<file path="src/rtl/inst_issuer.sv">
`default_nettype none
// ============================================================================
//  Module   : inst_issuer (with package inst_issuer_pkg)
//  Purpose  : Driving end of the global-inputs bus. Holds a short program,
//             applies a machine reset sequence, then issues the program one
//             instruction per non-stalled cycle toward the receiver port.
//  Ports    : clock, reset (async, active-high), clear
//             ld_valid/ld_ready + ld_opcode/ld_imm/ld_src1/ld_src2/ld_dst
//             start, stall, [stop when INST_ISSUER_LOOP_EN is defined]
//             m_reset, m_instv, m_opcode, m_imm, m_src1, m_src2, m_dst
//             busy, done, prog_len
//  Options  : INST_ISSUER_LOOP_EN - replay the program continuously until a
//             stop request is seen during a pass.
//  Revision : 1.0 - initial release
// ============================================================================

package inst_issuer_pkg;
  typedef logic [3:0] t_opcode;
  typedef logic [7:0] t_data;
  typedef logic [2:0] t_reg_name;
endpackage

module inst_issuer
  import inst_issuer_pkg::*;
#(
  parameter int DEPTH      = 16,
  parameter int RST_CYCLES = 2
) (
  input  logic                     clock,
  input  logic                     reset,
  input  logic                     clear,
  input  logic                     ld_valid,
  output logic                     ld_ready,
  input  t_opcode                  ld_opcode,
  input  t_data                    ld_imm,
  input  t_reg_name                ld_src1,
  input  t_reg_name                ld_src2,
  input  t_reg_name                ld_dst,
  input  logic                     start,
  input  logic                     stall,
`ifdef INST_ISSUER_LOOP_EN
  input  logic                     stop,
`endif
  output logic                     m_reset,
  output logic                     m_instv,
  output t_opcode                  m_opcode,
  output t_data                    m_imm,
  output t_reg_name                m_src1,
  output t_reg_name                m_src2,
  output t_reg_name                m_dst,
  output logic                     busy,
  output logic                     done,
  output logic [$clog2(DEPTH):0]   prog_len
);

  localparam int AW  = $clog2(DEPTH);
  localparam int PLW = AW + 1;
  localparam int CW  = $clog2(RST_CYCLES + 1);

  localparam logic [PLW-1:0] PL_ONE   = PLW'(1);
  localparam logic [PLW-1:0] PL_DEPTH = PLW'(DEPTH);
  localparam logic [AW-1:0]  PTR_ONE  = AW'(1);
  localparam logic [CW-1:0]  CNT_INIT = CW'(RST_CYCLES - 1);
  localparam logic [CW-1:0]  CNT_ONE  = CW'(1);

  typedef enum logic [1:0] {
    S_IDLE  = 2'd0,
    S_RESET = 2'd1,
    S_ISSUE = 2'd2,
    S_DONE  = 2'd3
  } state_t;

  typedef struct packed {
    t_opcode   opcode;
    t_data     imm;
    t_reg_name src1;
    t_reg_name src2;
    t_reg_name dst;
  } entry_t;

  entry_t           prog_mem_q [DEPTH];

  state_t           state_q, state_d;
  logic [PLW-1:0]   prog_len_q, prog_len_d;
  logic [AW-1:0]    rd_ptr_q, rd_ptr_d;
  logic [CW-1:0]    cnt_q, cnt_d;
  logic             m_reset_q, m_reset_d;
  logic             m_instv_q, m_instv_d;
  entry_t           fields_q, fields_d;
  logic             busy_q, busy_d;
  logic             done_q, done_d;
  logic             ld_ready_q, ld_ready_d;
  logic             stop_seen_q, stop_seen_d;
  logic             wr_en;
  logic             last;

  // rd_ptr points at the final stored entry
  assign last = ({1'b0, rd_ptr_q} == (prog_len_q - PL_ONE));

  always_comb begin
    state_d     = state_q;
    prog_len_d  = prog_len_q;
    rd_ptr_d    = rd_ptr_q;
    cnt_d       = cnt_q;
    stop_seen_d = stop_seen_q;
    m_instv_d   = 1'b0;
    fields_d    = '0;
    done_d      = 1'b0;
    wr_en       = 1'b0;

    unique case (state_q)
      S_IDLE, S_DONE: begin
        // clear beats a simultaneous load
        if (clear) begin
          prog_len_d = '0;
        end else if (ld_valid && ld_ready_q) begin
          wr_en      = 1'b1;
          prog_len_d = prog_len_q + PL_ONE;
        end
        // a load in the start cycle is part of the run, so test the new length
        if (start && (prog_len_d != '0)) begin
          state_d     = S_RESET;
          cnt_d       = CNT_INIT;
          stop_seen_d = 1'b0;
        end
      end
      S_RESET: begin
        if (cnt_q == '0) begin
          state_d     = S_ISSUE;
          rd_ptr_d    = '0;
          stop_seen_d = 1'b0;
        end else begin
          cnt_d = cnt_q - CNT_ONE;
        end
      end
      S_ISSUE: begin
`ifdef INST_ISSUER_LOOP_EN
        stop_seen_d = stop_seen_q | stop;
`endif
        if (!stall) begin
          m_instv_d = 1'b1;
          fields_d  = prog_mem_q[rd_ptr_q];
          if (last) begin
            done_d = 1'b1;
`ifdef INST_ISSUER_LOOP_EN
            if (stop || stop_seen_q) begin
              state_d = S_DONE;
            end else begin
              rd_ptr_d    = '0;
              stop_seen_d = 1'b0;
            end
`else
            state_d = S_DONE;
`endif
          end else begin
            rd_ptr_d = rd_ptr_q + PTR_ONE;
          end
        end
      end
      default: state_d = S_IDLE;
    endcase

    // DONE keeps the machine out of reset so it retains its state
    m_reset_d  = (state_d == S_IDLE) || (state_d == S_RESET);
    busy_d     = (state_d == S_RESET) || (state_d == S_ISSUE);
    ld_ready_d = ((state_d == S_IDLE) || (state_d == S_DONE)) && (prog_len_d < PL_DEPTH);
  end

  always_ff @(posedge clock or posedge reset) begin
    if (reset) begin
      state_q     <= S_IDLE;
      prog_len_q  <= '0;
      rd_ptr_q    <= '0;
      cnt_q       <= '0;
      m_reset_q   <= 1'b1;
      m_instv_q   <= 1'b0;
      fields_q    <= '0;
      busy_q      <= 1'b0;
      done_q      <= 1'b0;
      ld_ready_q  <= 1'b0;
      stop_seen_q <= 1'b0;
    end else begin
      state_q     <= state_d;
      prog_len_q  <= prog_len_d;
      rd_ptr_q    <= rd_ptr_d;
      cnt_q       <= cnt_d;
      m_reset_q   <= m_reset_d;
      m_instv_q   <= m_instv_d;
      fields_q    <= fields_d;
      busy_q      <= busy_d;
      done_q      <= done_d;
      ld_ready_q  <= ld_ready_d;
      stop_seen_q <= stop_seen_d;
    end
  end

  // Program storage carries no reset; contents are meaningless until loaded
  always_ff @(posedge clock) begin
    if (wr_en) begin
      prog_mem_q[prog_len_q[AW-1:0]] <= '{opcode: ld_opcode, imm: ld_imm,
                                          src1: ld_src1, src2: ld_src2, dst: ld_dst};
    end
  end

  assign ld_ready = ld_ready_q;
  assign m_reset  = m_reset_q;
  assign m_instv  = m_instv_q;
  assign m_opcode = fields_q.opcode;
  assign m_imm    = fields_q.imm;
  assign m_src1   = fields_q.src1;
  assign m_src2   = fields_q.src2;
  assign m_dst    = fields_q.dst;
  assign busy     = busy_q;
  assign done     = done_q;
  assign prog_len = prog_len_q;

endmodule

`default_nettype wire

</file>
<file path="config.mk">
export PLATFORM = sky130hd
export DESIGN_NAME = inst_issuer
export DESIGN_NICKNAME = d
export VERILOG_FILES = /design/src/rtl/inst_issuer.sv
export SDC_FILE = /design/constraint.sdc
export NUM_CORES = 1
export LEC_CHECK = 0
export CAP_MARGIN = 5
export CORE_MARGIN = 2
export CORE_UTILIZATION = 50
export CTS_CLUSTER_SIZE = 14
export DETAILED_ROUTE_END_ITERATION = 10
export GPL_TIMING_DRIVEN = 0
export PLACE_DENSITY = 0.73
export SLEW_MARGIN = 25
export SYNTH_ARGS = -nofsm -noshare
export SYNTH_HDL_FRONTEND = slang
export SYNTH_SLANG_ARGS = --single-unit
</file>
<file path="constraint.sdc">
create_clock -name clock -period 10.2 [get_ports clock]
set_clock_uncertainty 0.1 [all_clocks]
set_input_delay 2.04 -clock clock [delete_from_list [all_inputs] [get_ports clock]]
set_output_delay 2.04 -clock clock [all_outputs]
set_load 0.01 [all_outputs]
</file>
==> flow_summary.ini <==
[sta]
setup_tns_ns = 0
slew_viol_final = 0
post-route-min-period_ns = 4.48
setup_viol = 0
period_share_pct = 43.9
worst_pin_slew_ns = 1.01
relSlewSlack_pct = 32.4
hold_viol = 0
clock.fmax_mhz = 223
rsz0062_at_grt = no
layout_setup_ws_ns = 5.72
hold_slack_ns = 0.456

[yosys]
syn_area_um2 = 14600
synth_cell_types = 52
async_reset_ff_share_pct = 10.4
ys_seq_elements = 375
synth_fp_nets = 715
synthCells = 680
yosysMostFrequentCell = edfxtp_1
ys_warn_count = 0
synth-edff-count = 336
yosysSeqAreaShare_pct = 75.6
synthTopCellsByArea = edfxtp_1, mux4_2, dfrtp_1
ys.flop_type = edfxtp_1
avgSynthCellArea_um2 = 21.5
synth_commonest_cells = edfxtp_1, mux4_2, dfrtp_1
synth_area_leader_cell = edfxtp_1
post-synth-top-area-fraction_pct = 68.9

[die]
start_util_pct = 50.9
design.die.area_um2 = 30700
ios = 58
core-area_um2 = 28800
fp.dieH_um = 175
die_x_um = 175
core.rowCount = 62

[pwr]
p_sw_share_pct = 25.7
p_switching_w = 0.00103
irDropWorstVdd_mv = 0.126
power_frac_seq_pct = 43.6
power.density_nw_per_um2 = 230
comb_power_share_pct = 22.0
clkPwrFrac_pct = 34.4
p_int_w = 0.00298
leakagePower_nw = 5.70

[drt]
wire_per_inst_um = 26.3
vias = 7344
dr.pass1.iters = 5
drtAntennaViolNets = 0
via_per_inst = 6.04
drc_errors = 0
first_iter_violations = 784
routed_wl_um = 31900

[setup_path]
crit_path_end_kind = flop
critPathRequiredTime_ns = 10.33
crit_path_max_fanout = 7
arrival_ns = 4.60
crit_type = input pin to flop
crit_path_start_kind = input pin

[flow_run]
max_cap_violations = 0

[placement]
port_buffers = 57
gp_congestion = 0.891
hpwl_um = 20400
dp_slack_ns = 5.24

[final_layout]
area_growth_pct = 19.4
n_fill_cell = 1984
fin_util_pct = 60.8
antenna_cells = 0
drive_gt1_share_pct = 27.2
final_nets = 837

[global_route]
grt-ovfl-total = 0
grt_start_max_net_pins = 29
grt_pass1_wl_um = 47500
grt_pass1_vias = 7572
grt_usage_pct = 21.3
antenna_found_initial = 0

[clocking]
cts_tree = built
root_buffer = clkbuf_16
clock_path_buffers = 3
cts_num_sinks = 375
cts_resized = 0
h-tree-depth = 2
cts_buffers = 38
cts_hold_buf = 0
post-cts-setup-buffers = 0
clk_pin_slew_worst_paths_ns = 0.06
clk_latency_ns = 0.52

[hold_path]
min_path_type = flop to flop

[run_status]
status = complete, no violations
power groups by stage:
stage	Combinational, W	Clock (W)	Sequential [W]
final	0.000884	0.00138	0.00175
after global routing	0.000949	0.00146	0.00175
after CTS	0.000888	0.00140	0.00175
after detailed placement	0.000883	0	0.00178
after global placement	0.000846	0	0.00178
after floorplan	0.000616	0	0.00178
path summary, 6_finish.rpt:
check | from | end | slack [ns] | depth (start not counted)
worst max-delay path | ld_valid | prog_mem_q[0][3] | 5.72 | 8
worst min-delay path | state_q[0] | busy | 0.46 | 1
worst max register to register | state_q[0] | prog_mem_q[0][3] | 6.47 | 10
worst min register to register | state_q[0] | busy | 0.46 | 1
max in group asynchronous | reset | m_reset | 7.71 | 3
min in group asynchronous | reset | m_imm[2] | 1.73 | 2
through the flow:
stage	cell area, um^2	total power, W	cells
2_1_floorplan	14600	0.00240	680
3_3_place_gp	15700	0.00263	1121
3_5_place_dp	16200	0.00266	1146
4_1_cts	17500	0.00404	1216
5_1_grt	17500	0.00416	1216
6_report	17500	0.00401	1216
worst max-delay path: stages:
cell and delay (ns):
clkdlybuf4s50_1 0.55, nand3_1 0.15, nor2_1 0.26, nand2_1 0.29, nor3_2 0.66, buf_4 0.31, buf_6 0.17, buf_4 0.16
per-layer routing:
| layer | up-vias | global-route usage (%) | routed length [um] |
|---|---|---|---|
| li1 | 3063 | - | - |
| met1 | 3843 | 28.3 | 12400 |
| met5 | - | 0 | 0 |
| met3 | 75 | 2.96 | 2170 |
| met4 | 0 | 6.56 | 899 |
| met2 | 363 | 37.0 | 16400 |
registers in the layout, indices dropped and copies added, names as in the netlist, 2 cells and up:
register	count
cnt_q	2
m_imm	8
m_opcode	4
rd_ptr_q	4
state_q	2
prog_mem_q	336
m_src2	3
m_src1	3
m_dst	3
prog_len	5
cell type report:
type                    instances  area (um^2)  share of cell area, %
plain buffers                  37          200                   1.14
repair buffers                 82         1010                   5.80
well taps                     384          480                   2.75
inverters                      11         41.3                  0.236
flip-flops and latches        375        11100                   63.3
clock inverters                24          256                   1.47
clock buffers                  46          981                   5.61
multi-input cells             257         3450                   19.7
kinds of logic after synthesis:
kind of cell | count (synthesis) | synth area share (%)
flops | 375 | 75.6
mux | 106 | 16.2
simple gates | 92 | 3.27
buf+inv | 48 | 1.65
compound gates | 45 | 2.25
fa+ha+maj | 8 | 0.684
xor+xnor | 6 | 0.359
layout by cell type (no fill, tap or decap), types with 5 or more instances in the layout:
cell type,instances
edfxtp_1,336
mux4_2,105
clkdlybuf4s50_1,57
dfrtp_1,38
clkbuf_16,38
clkbuf_1,24
and2_1,21
nor2_1,15
buf_2,13
buf_4,12
nor2_4,12
buf_16,12
nand2_1,11
inv_1,10
nand3_1,8
a21oi_1,8
ha_1,8
clkinv_1,8
o21ai_0,7
clkinv_2,7
a31oi_1,5
buf_6,5
xnor2_1,5
bufinv_16,5
(Power assumes the default switching activity.)
